### config.mk
export PLATFORM = sky130hd
export DESIGN_NAME = layer_sequencer
export DESIGN_NICKNAME = d
export VERILOG_FILES = /design/src/rtl/layer_sequencer.sv
export SDC_FILE = /design/constraint.sdc
export NUM_CORES = 1
export LEC_CHECK = 0
export ABC_CLOCK_PERIOD_IN_PS = 1900
export BUFFER_PORTS_ARGS = -buffer_cell sky130_fd_sc_hd__buf_2
export CAP_MARGIN = 15
export CORE_UTILIZATION = 50
export CTS_CLUSTER_DIAMETER = 150
export DETAILED_ROUTE_END_ITERATION = 7
export PLACE_DENSITY = 0.71
export RECOVER_POWER = 50
export SYNTH_ARGS = -nofsm -noshare
export SYNTH_HDL_FRONTEND = slang
export SYNTH_SLANG_ARGS = --single-unit
### constraint.sdc
create_clock -name clk -period 1.9 [get_ports clk]
set_input_delay 0.19 -clock clk [delete_from_list [all_inputs] [get_ports clk]]
set_output_delay 0.19 -clock clk [all_outputs]
set_load 0.1 [all_outputs]
### src/rtl/layer_sequencer.sv
// Shot-cycle phase controller: sequences aim/roll/blink phases and gates the
// layer draw requests feeding the priority mux.
module layer_sequencer #(
    parameter int BLINK_FRAMES        = 8,
    parameter int BLINK_TOGGLES       = 6,
    parameter int ROLL_TIMEOUT_FRAMES = 600
) (
    input  logic       clk,
    input  logic       resetN,
    input  logic       startOfFrame,
    input  logic       shotFired,
    input  logic       ballsStopped,
    input  logic       redPocketed,
    input  logic       whitePocketed,
    input  logic       lineDRIn,
    input  logic       whiteBallDRIn,
    input  logic       redBallDRIn,
    input  logic       holeNumberDRIn,
    output logic       lineDR,
    output logic       whiteBallDR,
    output logic       redBallDR,
    output logic       holeNumberDR,
    output logic [1:0] gameState,
    output logic       shotEnable,
    output logic       newRound,
    output logic       respawnWhite
);

    localparam int CNT_MAX = (BLINK_FRAMES > ROLL_TIMEOUT_FRAMES) ? BLINK_FRAMES : ROLL_TIMEOUT_FRAMES;
    localparam int CNT_W   = (CNT_MAX > 1) ? $clog2(CNT_MAX) : 1;
    localparam int TOG_W   = $clog2(BLINK_TOGGLES + 1);

    localparam logic [CNT_W-1:0] BLINK_LAST = CNT_W'(BLINK_FRAMES - 1);
    localparam logic [CNT_W-1:0] ROLL_LAST  = CNT_W'(ROLL_TIMEOUT_FRAMES - 1);
    localparam logic [TOG_W-1:0] TOG_LAST   = TOG_W'(BLINK_TOGGLES - 1);

    typedef enum logic [1:0] {
        AIM        = 2'd0,
        ROLL       = 2'd1,
        WIN_BLINK  = 2'd2,
        FOUL_BLINK = 2'd3
    } state_t;

    state_t           state, state_next;
    logic [CNT_W-1:0] frame_cnt, frame_next;
    logic [TOG_W-1:0] toggle_cnt, toggle_next;
    logic             blink_vis, blink_next;
    logic [3:0]       vis, vis_next;
    logic             new_round_next, respawn_next;

    // Layer enables ordered {line, white, red, hole}.
    function automatic logic [3:0] layer_vis(input state_t s, input logic bv);
        logic [3:0] v;
        case (s)
            AIM:        v = 4'b1111;
            ROLL:       v = 4'b0111;
            WIN_BLINK:  v = {1'b0, 1'b1, 1'b0, bv};
            FOUL_BLINK: v = {1'b0, bv, 1'b1, 1'b1};
            default:    v = 4'b1111;
        endcase
        return v;
    endfunction

    always_ff @(posedge clk or negedge resetN) begin
        if (!resetN) begin
            state        <= AIM;
            frame_cnt    <= '0;
            toggle_cnt   <= '0;
            blink_vis    <= 1'b0;
            vis          <= 4'b1111;
            newRound     <= 1'b0;
            respawnWhite <= 1'b0;
        end else begin
            state        <= state_next;
            frame_cnt    <= frame_next;
            toggle_cnt   <= toggle_next;
            blink_vis    <= blink_next;
            vis          <= vis_next;
            newRound     <= new_round_next;
            respawnWhite <= respawn_next;
        end
    end

    always_comb begin
        state_next     = state;
        frame_next     = frame_cnt;
        toggle_next    = toggle_cnt;
        blink_next     = blink_vis;
        new_round_next = 1'b0;
        respawn_next   = 1'b0;

        case (state)
            AIM: begin
                if (shotFired) begin
                    state_next  = ROLL;
                    frame_next  = '0;
                    toggle_next = '0;
                end
            end
            ROLL: begin
                // Pocket events outrank rest/timeout; foul outranks win.
                if (whitePocketed) begin
                    state_next  = FOUL_BLINK;
                    frame_next  = '0;
                    toggle_next = '0;
                    blink_next  = 1'b0;
                end else if (redPocketed) begin
                    state_next  = WIN_BLINK;
                    frame_next  = '0;
                    toggle_next = '0;
                    blink_next  = 1'b0;
                end else if (ballsStopped) begin
                    state_next  = AIM;
                    frame_next  = '0;
                    toggle_next = '0;
                end else if (startOfFrame) begin
                    if (frame_cnt == ROLL_LAST) begin
                        state_next  = AIM;
                        frame_next  = '0;
                        toggle_next = '0;
                    end else begin
                        frame_next = frame_cnt + CNT_W'(1);
                    end
                end
            end
            WIN_BLINK, FOUL_BLINK: begin
                if (startOfFrame) begin
                    if (frame_cnt == BLINK_LAST) begin
                        frame_next = '0;
                        blink_next = ~blink_vis;
                        if (toggle_cnt == TOG_LAST) begin
                            state_next     = AIM;
                            toggle_next    = '0;
                            new_round_next = (state == WIN_BLINK);
                            respawn_next   = (state == FOUL_BLINK);
                        end else begin
                            toggle_next = toggle_cnt + TOG_W'(1);
                        end
                    end else begin
                        frame_next = frame_cnt + CNT_W'(1);
                    end
                end
            end
            default: state_next = AIM;
        endcase

        vis_next = layer_vis(state_next, blink_next);
    end

    // Gating stays combinational so mux pixel alignment is untouched.
    assign lineDR       = lineDRIn       & vis[3];
    assign whiteBallDR  = whiteBallDRIn  & vis[2];
    assign redBallDR    = redBallDRIn    & vis[1];
    assign holeNumberDR = holeNumberDRIn & vis[0];

    assign gameState  = state;
    assign shotEnable = (state == AIM);

endmodule
Word-level counts from Yosys, hierarchy flattened --
Index checks and enable logic that the tools add are counted.
Cells by class: add/subtract/negate cells 2, equal/unequal tests 14, mux-type cells 43, bitwise gates (word level) 5, reductions and logical operators 5
Operator list (count):
- $mux W10 | 8
- $pmux W10 S3 | 1
- $mux W3 | 9
- $mux W2 | 9
- $pmux W4 S4 | 1
- $mux W1 | 12
- $add A10 B1 Y10 const B | 1
- $eq A10 B10 Y1 const B | 1
- $eq A10 B3 Y1 const B | 1
- $ne A5 B5 Y1 const B | 2
- $pmux W3 S3 | 1
- $eq A2 B2 Y1 const B | 4
- $ne A2 B2 Y1 const B | 3
- $pmux W2 S3 | 1
- $reduce_and A5 Y1 | 1
- $and A1 B1 Y1 | 4
- $eq A2 B1 Y1 const B | 2
- $logic_not A2 Y1 | 2
- $add A3 B1 Y3 const B | 1
- $eq A3 B3 Y1 const B | 1
- $reduce_and A3 Y1 | 1
- $pmux W1 S2 | 1
- $reduce_or A2 Y1 | 1
- $not A1 Y1 | 1
Storage, ports and cells: flip-flop bits (word level) 22, input port bits 11, word-level logic and storage cells 76

Depth between registers and ports, before layout --
Gate-level depths: netlist of the first run.
depth in word-level cells 9, gate-level depth with buffers 5, mapped depth without buffers 5

Worst setup path after synthesis of the first run --
Ideal clock, no wire load.
path type register to output, start reg state[1] (netlist: gameState[1]), end out shotEnable, arrival 2.338 ns, slack -0.628 ns, cell stages (with the launch flop) 3, path buffers 1, cells stage by stage dfrtp_1 buf_4 nor2_1
Between the ends: longest elaborated chain between the ends 1
Ends and longest elaborated chain:
- start, declared | line 44 | state_t state, state_next;
- start signal, assigned | line 74 | state <= state_next;
- $logic_not A2 Y1 | line 157 | assign shotEnable = (state == AIM);
- end, declared | line 24 | output logic shotEnable,
No other way between the ends.

Final worst setup path of the first run --
start reg frame_cnt[0], end reg toggle_cnt[0]
Between the ends: longest elaborated chain between the ends 3
Ends and longest elaborated chain:
- start, declared | line 45 | logic [CNT_W-1:0] frame_cnt, frame_next;
- start signal, assigned | line 75 | frame_cnt <= frame_next;
- $eq A10 B10 Y1 / $eq A10 B3 Y1 (equally long branches) | line 117, 128
- $ne A5 B5 Y1 (no source line) / $ne A2 B2 Y1 (equally long branches)
- $reduce_and A5 Y1 (no source line) (*)
- end signal, assigned | line 76 | toggle_cnt <= toggle_next;
- end, declared | line 46 | logic [TOG_W-1:0] toggle_cnt, toggle_next;
Every way passes the cells marked *; elsewhere a longest branch is shown, timed or not. A chain may end at the register's enable or synchronous reset.

==> results of run 1 <==
[power by group]
| group | switching, mW | internal [mW] |
|---|---|---|
| clock network | 0.148 | 0.117 |
| registers | 0.117 | 0.552 |
| logic | 0.197 | 0.147 |
[stage by stage]
step / setup slack [ps] / instances / util
2_1_floorplan: 0.2958 / 134 / -
3_3_place_gp: 215.1 / 183 / 0.5899
3_5_place_dp: 127.8 / 183 / 0.5899
4_1_cts: 113.1 / 188 / 0.6086
5_1_grt: 2.868 / 188 / 0.6081
6_report: 92.88 / 188 / 0.6081
[worst max path at each step]
stage	start	endpoint	slack, ps
floorplan	gameState[1]	toggle_cnt[0]	0.3
global placement	frame_cnt[0]	toggle_cnt[0]	220
global route	frame_cnt[0]	toggle_cnt[0]	3
detailed placement	frame_cnt[0]	toggle_cnt[0]	130
finish	frame_cnt[0]	toggle_cnt[0]	90
CTS	frame_cnt[0]	toggle_cnt[0]	110
[routing by layer]
layer | up-vias | track usage | part of all wire
met5 | - | 0 | 0
met4 | 0 | 0.1009 | 0.011
met3 | 4 | 0.04023 | 0.042
met1 | 565 | 0.3392 | 0.45
li1 | 556 | - | -
met2 | 34 | 0.4125 | 0.49
[state kept, by name (all words and copies together) (netlist names)]
name,cells
toggle_cnt,3
respawnWhite,1
gameState,2
vis,4
blink_vis,1
newRound,1
frame_cnt,10
[layout make-up]
| cell class | instances | area (um^2) | share of cell area |
|---|---|---|---|
| sequential | 22 | 563.0 | 0.3738 |
| tap | 30 | 37.54 | 0.02492 |
| inverter | 8 | 30.03 | 0.01993 |
| timing repair buffer | 23 | 126.4 | 0.08389 |
| clock buffer | 4 | 36.28 | 0.02409 |
| multi-input combinational | 101 | 713.2 | 0.4734 |
[cells in the final DEF (no fill, tap or decap), types with 2 or more instances in the layout]
master / n
dfrtp_1: 16
buf_2: 14
nor2_1: 11
nand2_1: 9
inv_1: 7
nand4_1: 5
and2_1: 5
o31ai_1: 4
or3_1: 4
and3_1: 4
a31oi_1: 4
o21ai_0: 4
nand3_1: 4
clkbuf_2: 4
dfstp_2: 4
o2111ai_1: 3
nand2b_1: 3
o22ai_1: 3
o2bb2ai_1: 3
clkbuf_4: 3
buf_4: 3
nor3_1: 2
o211ai_1: 2
o21ai_1: 2
dfrtp_4: 2
[cells by family (layout without fill, tap and decap cells)]
group | count (synthesis) | count (layout) | synth area share
AOI/OAI and AO/OA | 38 | 38 | 0.2303
buffers and inverters | 11 | 35 | 0.04076
and+or+nand+nor | 59 | 59 | 0.2711
DFF | 22 | 22 | 0.4209
muxes | 3 | 3 | 0.02748
adders and majority gates | 1 | 1 | 0.009477
[repair_timing]
item                                    CTS  global route
gates resized for setup                   0             0
hold buffers                              1             0
endpoints found under the setup margin    0             0
endpoints found under the hold margin    18             0
==> results.txt, run 1 <==
The type of element launching the critical path is a register. The maximum count of clock buffers along a single path is 2. The total buffers and inverters traversed by the critical path is 0. The iteration-0 DRC count of the detailed router is 21. The number of standard-cell rows in the floorplan is 18. The count of cell types in the netlist came out at 52. Walking the worst path, the cells encountered are ha_1 -> and4bb_2 -> o211ai_4 -> a21oi_2 -> mux2_4. For this design the static power due to leakage is 0.6985 nW. The initial core utilization came out at 0.5328. The commonest cells after synthesis are dfrtp_1, nor2_1, nand2_1.

The actual slew at the worst max-slew pin is 1165 ps. The clock tree from TritonCTS is built. The worst slew margin relative to its limit is 0.2234. In this run the remaining antenna-violating nets after routing total 0.

The number of inserted filler cells in the final layout is 239. The total design power came out at 1.278 mW. The width of the die came out at 53.38 um. The sequential cell area fraction in the yosys report is 0.4209. The clock latency on the worst-skew pair came out at 310 ps. The sum of routed wire length over all layers came out at 2.984 mm. The final layout contains 171 nets. Across the VDD grid, the largest voltage drop is 0.6478 mV. The area enclosed by the die boundary came out at 0.002849 mm^2. Data on the critical path is required at its endpoint by 2110 ps. Setup slack on the worst reg-to-reg path comes out at 90 ps. On the critical path, the stage with the largest delay is an instance of dfrtp_1. The tightest min-delay check is of the in2reg type. After floorplanning, the core was sized to cover 0.002477 mm^2.

The post-CTS clock slew at the launch and capture registers of the worst setup and hold paths is 130 ps. Timing would allow up to 553.4 MHz. The total of buffers placed on input and output ports came out at 19. The number of clock sinks is 22. The total overflow left after global routing is 0. The half-perimeter wire length of the detailed placement result is 2.216 mm. The end of the worst hold path is vis[2]. After technology mapping, the gate count stands at 134. The total global-route track usage came out at 0.2567. The mean number of vias per cell is 6.165. Of all nets on the critical path, the largest fanout is 7.

The cell area after placement came out at 0.001461 mm^2. The area fraction of the dominant cell type after synthesis came out at 0.3412. The worst register-to-register path ends at toggle_cnt[0]. The total clock buffers created by CTS is 3.

The path length in cells of the critical path is 5. The fraction of synthesis flops using an asynchronous set or reset pin came out at 1.000. Among cell families on the critical path, the largest total delay comes from flip-flops. The number of diodes added for antenna fixing is 0.

The endpoint kind of the worst setup timing path is a register. The design area came out at 0.001506 mm^2. The data arrival time of the worst path is 2020 ps. The largest net degree at the start of global routing is 23. The final sum of negative setup slack came out at 0 ps.

Sorting the synthesized cells by area gives the leading types as dfrtp_1, dfstp_2, nor2_1. Yosys instantiated no cell more often than dfrtp_1. The number of register bits inferred by synthesis came out at 22. The startpoint identified for the worst register-to-register timing path is frame_cnt[0]. From synthesis to final layout, the design area changed by 14.12%. The cell area after synthesis is 0.001320 mm^2. The most area-hungry cell type in the Yosys netlist is dfrtp_1. The fraction of final layout cells sized beyond drive strength 1 came out at 0.2785.

The most used flip-flop cell after synthesis is dfrtp_1. The die is 53.38 um tall. The number of antenna violations at the first check in global routing is 0.

The biggest cell delay along the critical path is 420 ps. The worst slack on hold paths is 201.4 ps. The synthesized design contains 0 enable-type register cells. The number of H-tree levels came out at 1.

Dividing the detail-routed wire length by the instance count gives 15.87 um. The number of global-route vias before repair is 1161. The flow ran to the end, and the final reports show no timing, DRC or antenna violations. The share of the clock period used by the worst path is 0.9511. For this run, design rule violations remaining after detail routing come to 0.

The total vias in the final route came out at 1159. During I/O placement, the number of pins put on the boundary was 20. Max-cap violations in this run came to 0.

The count of warnings emitted by yosys is 0. The global-route wire length before repair is 5.244 mm. The total power divided by cell area is 848.1 mW/mm^2. The smallest clock period supported by the final layout is computed as 1807 ps.

Synthesis produced a netlist with a net count of 146. In this run the post-CTS setup repair buffer count came out at 0. Clock tree synthesis selected as its root buffer the cell clkbuf_4. The number of optimization iterations in the first detailed-route pass is 4. Setup repair after global routing left no endpoint under its margin. In this run the most critical hold path is launched from whitePocketed. The count of final max-slew check failures came out at 0.

The depth of the worst hold-timing path is 2. The placer's final routability congestion estimate is 0.8478. The final-report hold violation count is 0. The worst-case clock skew is 6.331 ps. The average size of a mapped cell came out at 9.851 um^2. The worst setup path is of the reg2reg kind. The logic depth of the worst register-to-register path is 5. The number of setup violations in the final report is 0.
No activity file was read; power rests on OpenSTA's default activity.
==> run 2, diff against run 1 <==
- ABC_CLOCK_PERIOD_IN_PS: 1900 -> 2300
- CELL_PAD_IN_SITES_DETAIL_PLACEMENT: not set -> 1
- CELL_PAD_IN_SITES_GLOBAL_PLACEMENT: not set -> 1
- CORE_UTILIZATION: 50 -> 46
- PLACE_DENSITY: 0.71 -> not set
- PLACE_DENSITY_LB_ADDON: not set -> 0.1
- clock period: 1.9 -> 2.3 ns (I/O delays scaled with it)
==> run 2 against run 1 <==
  * Global-route usage shrank 2.5 points
  * Sequential power shrank 15%
  * Clock skew grew 2.0 ps
  * Setup slack gained 180 ps
==> results.txt, run 2 (synthesis gave the netlist of run 1 again) <==
The logic depth of the worst register-to-register path is 4 (-1). The top fanout value on the critical path is 1 (-6). The number of clock sinks came out at 22 (unchanged). The number of global-route vias before repair was 1174 (+1.1%). The number of flip-flops under the largest register name is 10 (unchanged). The total of buffers placed on input and output ports is 19 (unchanged).

The startpoint of the worst hold path is whitePocketed. The global-route wire length before repair came out at 5.630 mm (+7.4%). The number of setup violations in the final report is 0 (unchanged).

The count of final max-slew check failures is 0 (unchanged). The half-perimeter wire length of the detailed placement result is 2.397 mm (+8.2%). The top cell types in the final layout, fill and taps aside, are dfrtp_1, buf_2, nor2_1. The number of optimization iterations in the first detailed-route pass is 4 (unchanged). The global-route congestion overflow total is 0 (unchanged). The clock latency on the worst-skew pair was 310 ps (about the same).

Relative to the synthesized area, the layout overhead comes to 12.13%. The final sum of negative setup slack is 0 ps (unchanged). The height of the die came out at 55.57 um (+4.1%). The total global-route track usage came out at 0.2319 (-0.02483). The share of the clock period used by the worst path is 0.8802. The final net count came to 169 (-1.2%). The timing-limited maximum frequency is 494.0 MHz. The number of gates resized after cts came to 0 (unchanged). The root buffer cell is clkbuf_4. The worst voltage drop across the vdd grid is 0.6017 mV (-7.1%). The total power divided by cell area came to 697.9 mW/mm^2 (-18%). The total vias in the final route came out at 1140 (-1.6%). The final-report hold violation count is 0 (unchanged). The critical path is of the reg2out type. The maximum count of clock buffers along a single path was 2 (unchanged). In this run the worst setup path begins at vis[1]. The most common cell after layout, fill and taps aside is dfrtp_1.

The data arrival time of the worst path came out at 1790 ps (-230 ps). The largest registers in the layout are frame_cnt: 10 flops, vis: 4 flops, toggle_cnt: 3 flops. Counting flops per register, the top entry is frame_cnt.

The class of the worst hold path is in2reg. The number of diodes added for antenna fixing is 0 (unchanged). The fraction of final layout cells sized beyond drive strength 1 is 0.2308 (-0.04771). The critical path required time came out at 2070 ps (-40 ps). The number of standard-cell rows in the floorplan came out at 19 (+1). The number of top-level pins is 20 (unchanged). The count of nets left with antenna violations after detail routing came out at 0 (unchanged). The largest net degree at the start of global routing is 23 (unchanged).

The number of H-tree levels is 1 (unchanged). The total area of sequential cells is 555.5 um^2 (-1.3%). The clock tree from TritonCTS is built. STA classifies the critical path endpoint as an output port.

The width of the die is 55.57 um (+4.1%). The number of antenna violations at the first check in global routing came out at 0 (unchanged). The number of inserted filler cells in the final layout came to 312 (+31%). The total clock buffers created by CTS is 3 (unchanged). The slack of the worst reg-to-reg path came to 450 ps (+360 ps). The initial core utilization came out at 0.4828 (-0.04999).

The end point of the critical path is redBallDR. The worst setup path is launched from a register. The number of max-capacitance violations reported came out at 0 (unchanged). The iteration-0 DRC count of the detailed router came to 14 (-33%). The multi-input combinational cell area is 713.2 um^2 (unchanged). The placer's final routability congestion estimate came out at 0.8577 (+1.2%). Setup repair after global routing left no endpoint under its margin. The actual slew at the worst max-slew pin is 1188 ps (+23.36 ps). The mean number of vias per cell came to 6.096 (-1.1%). After layout, the minimum clock period comes to 2024 ps. The core outline area is 0.002734 mm^2 (+10%). The worst register-to-register path ends at toggle_cnt[0]. The post-CTS clock slew at the launch and capture registers of the worst setup and hold paths came out at 120 ps (about the same). The number of cells in the design after placement is 182 (-0.55%). The post-CTS setup buffer count is 0 (unchanged). The residual DRC count came out at 0 (unchanged). The area enclosed by the die boundary is 0.003088 mm^2 (+8.4%). The final instance count without filler cells came out at 187 (-0.53%). The run finished with clean final reports.

The average wire per standard cell came to 17.28 um (+8.9%). The sum of routed wire length over all layers is 3.231 mm (+8.3%). The startpoint identified for the worst register-to-register timing path is gameState[1]. The worst-case clock skew came to 8.366 ps (+2.035 ps).

The standby leakage power is 0.6722 nW (-3.8%). The worst slew margin relative to its limit came to 0.2078 (-0.01557).
-- run 2: routing by layer --
metal  wire length, um  global-route usage  vias up
met4                37             0.06071        0
met3               130             0.06047        6
met2              1474              0.3528       22
met1              1589              0.3298      561
met5                 0                   0        -
li1                  -                   -      551
-- run 2: worst min path at each step --
stage | end | cells after the start
after floorplan | blink_vis | 0
after global placement | blink_vis | 1
after detailed placement | gameState[1] | 1
after CTS | vis[2] | 2
after global routing | vis[2] | 2
final | vis[2] | 2
-- run 2: cell type report --
class | instances | share of cell area
Inverter | 8 | 0.02029
Clock buffer | 4 | 0.02451
Sequential cell | 22 | 0.3753
Tap cell | 31 | 0.02620
Multi-Input combinational cell | 101 | 0.4818
Timing Repair Buffer | 21 | 0.07185
-- run 2: critical path, cell delays in order, from the launching register on --
cell,delay [ps]
dfstp_2,530
and2_1,110
clkbuf_1,850
-- run 2: what timing repair did --
| action | in CTS | in global routing |
|---|---|---|
| hold endpoints to repair | 18 | 0 |
| endpoints found under the setup margin | 0 | 0 |
| hold buffers | 1 | 0 |
-- run 2: metrics by stage --
stage	utilization	worst slack, ps	hold WS, ps	total power, mW	instance area (um^2)
3_3_place_gp	0.5268	567.7	219.6	0.8124	1440
6_report	0.5414	275.5	254.4	1.033	1480
4_1_cts	0.5437	467.2	238.7	1.042	1486
2_1_floorplan	-	40.75	-65.59	0.7336	1323
3_5_place_dp	0.5268	484.1	226.4	0.8254	1440
5_1_grt	0.5414	228.6	262.4	1.100	1480
-- run 2: report_power, final --
part           internal, mW  switching (mW)  total, mW
clock network        0.0968           0.113      0.210
registers             0.456           0.113      0.569
logic                 0.110           0.145      0.254
==> run 3, diff against run 2 <==
- RECOVER_POWER: 50 -> not set
==> run 3 against run 2 <==
  * Setup slack gained 170 ps
  * Combinational power is essentially flat
  * Die area is the same
  * Critical path depth grew 2
  * Global-route usage is the same
==> results.txt, run 3 (synthesis gave the netlist of run 1 again) <==
The post-CTS clock slew at the launch and capture registers of the worst setup and hold paths is 120 ps (about the same). The root buffer cell is clkbuf_4. The post-synthesis to final-layout area growth came out at 12.61%. The number of optimization iterations in the first detailed-route pass is 4 (unchanged).

The fraction of final layout cells sized beyond drive strength 1 came out at 0.2628 (+0.03205). The flow ran to the end, and the final reports show no timing, DRC or antenna violations. The number of antenna violations at the first check in global routing came to 0 (unchanged). The post-route worst setup slack is 449.7 ps (+174.1 ps). The worst voltage drop across the vdd grid is 0.6022 mV (about the same).

The design area came out at 0.001486 mm^2 (+0.42%). Setup repair after global routing left no endpoint under its margin. The residual DRC count came out at 0 (unchanged).

The iteration-0 DRC count of the detailed router is 14 (unchanged). The final instance count without filler cells is 187 (unchanged). The logic depth of the worst register-to-register path came out at 4 (unchanged). The total design power is 1.034 mW (about the same). The startpoint identified for the worst hold timing path is whitePocketed. The core outline area is 0.002734 mm^2 (unchanged). The final net count is 169 (unchanged).

The number of gates resized after cts came out at 0 (unchanged). The endpoint identified for the worst register-to-register timing path is toggle_cnt[0]. The width of the die is 55.57 um (unchanged).

The pre-CTS setup slack is 484.1 ps (unchanged). The half-perimeter wire length of the detailed placement result is 2.397 mm (unchanged). The total clock buffers created by CTS is 3 (unchanged). The initial core utilization is 0.4828 (unchanged). The number of top-level pins is 20 (unchanged). The worst hold path terminates at vis[2]. The total global-route track usage came out at 0.2319 (unchanged). The total of buffers placed on input and output ports is 19 (unchanged). The actual slew at the worst max-slew pin is 496.1 ps (-692.2 ps).

The number of diodes added for antenna fixing came out at 0 (unchanged). The core utilization of the finished layout came out at 0.5437 (+0.002288). The class of the worst hold path is in2reg. The maximum count of clock buffers along a single path is 2 (unchanged). In the layout the commonest cells are buf_2, dfrtp_1, nor2_1. The worst slew margin relative to its limit is 0.6693 (+0.4615). The setup path with the least slack is of type reg2reg. The worst slack on hold paths is 255.5 ps (+1.060 ps).

The count of nets left with antenna violations after detail routing is 0 (unchanged). The number of H-tree levels is 1 (unchanged). The number of setup violations in the final report is 0 (unchanged). The count of final max-slew check failures came out at 0 (unchanged). The placer's final routability congestion estimate came out at 0.8577 (unchanged).

The clock tree from TritonCTS is built. The share of the clock period used by the worst path came out at 0.8045 (-0.07571). The number of cells in the design after placement is 182 (unchanged).

The largest net degree at the start of global routing came to 23 (unchanged). The number of standard-cell rows in the floorplan came out at 19 (unchanged). The global-route wire length before repair came out at 5.630 mm (unchanged). STA classifies the critical path endpoint as a register.

The timing-limited maximum frequency is 540.4 MHz (+9.4%). The top fanout value on the critical path is 13 (+12). The number of global-route vias before repair came out at 1174 (unchanged). The minimum clock period after layout came out at 1850 ps (-174.1 ps). The average wire per standard cell is 17.20 um (-0.43%). The slack of the worst reg-to-reg path was 450 ps (about the same). The final-report hold violation count came out at 0 (unchanged). The mean number of vias per cell came out at 6.091 (about the same). Ranked by flip-flop count, first place goes to frame_cnt.

The number of flip-flops under the largest register name is 10 (unchanged). The height of the die was 55.57 um (unchanged). The depth of the worst hold-timing path came out at 2 (unchanged). Leaving out fill and tap cells, the most frequent cell in the layout is buf_2. The post-CTS setup buffer count came to 0 (unchanged). The total power divided by cell area came out at 695.4 mW/mm^2 (-0.37%). The area enclosed by the die boundary is 0.003088 mm^2 (unchanged). The largest registers in the layout are frame_cnt: 10 flops, vis: 4 flops, toggle_cnt: 3 flops. The cell area after placement is 0.001440 mm^2 (unchanged). The hold-fix buffer count after cts came to 1 (unchanged). The standby leakage power was 0.6909 nW (+2.8%). The launching point of the worst reg2reg path is gameState[1]. The number of max-capacitance violations reported was 0 (unchanged). The data arrival time of the worst path is 2060 ps (+270 ps). The critical path required time came out at 2510 ps (+440 ps). The sum of routed wire length over all layers came to 3.217 mm (-0.43%). The global-route congestion overflow total is 0 (unchanged).

The clock latency on the worst-skew pair came out at 310 ps (about the same). The type of element launching the critical path is a register. The worst-case clock skew came to 8.252 ps (-0.1139 ps).

The final sum of negative setup slack is 0 ps (unchanged). The number of clock sinks is 22 (unchanged). The total vias in the final route came out at 1139 (-0.088%).
==> run 3: cell count changes in the layout (fill, tap and decap cells not counted) <==
cell | previous run | this run
buf_2 | 14 | 19
clkbuf_1 | 5 | 0
==> run 3: how the worst max path moves through the flow <==
stage                       from             to  slack [ps]
finish              gameState[1]  toggle_cnt[0]         450
floorplan           gameState[0]  toggle_cnt[0]          40
global route        gameState[1]   frame_cnt[7]         320
CTS                 gameState[1]  toggle_cnt[0]         470
detailed placement  gameState[1]  toggle_cnt[0]         480
global placement    gameState[1]  toggle_cnt[0]         570
==> run 3: area by class of cell <==
cell class	instances	area, um^2
Clock buffer	4	36.28
Fill cell	311	1247
Inverter	8	30.03
Multi-Input combinational cell	101	713.2
Sequential cell	22	555.5
Tap cell	31	38.79
Timing Repair Buffer	21	112.6
==> run 3: critical path, cell delays in order (launching register included) <==
cell and delay [ps]:
dfrtp_1 620, nor4b_4 390, o211ai_4 180, a21oi_2 250
mux2_4 320
==> run 3: where the power goes <==
group / switching [mW] / leakage [nW] / internal [mW]
sequential: 0.113 / 0.253 / 0.456
combinational: 0.145 / 0.417 / 0.110
clock: 0.113 / 0.0210 / 0.0968
total: 0.371 / 0.691 / 0.662
==> run 3: routing by layer <==
layer | part of all wire | global-route usage | vias up
li1 | - | - | 551
met1 | 0.50 | 0.3298 | 562
met2 | 0.46 | 0.3528 | 20
met3 | 0.033 | 0.06047 | 6
met4 | 0.012 | 0.06071 | 0
met5 | 0 | 0 | -
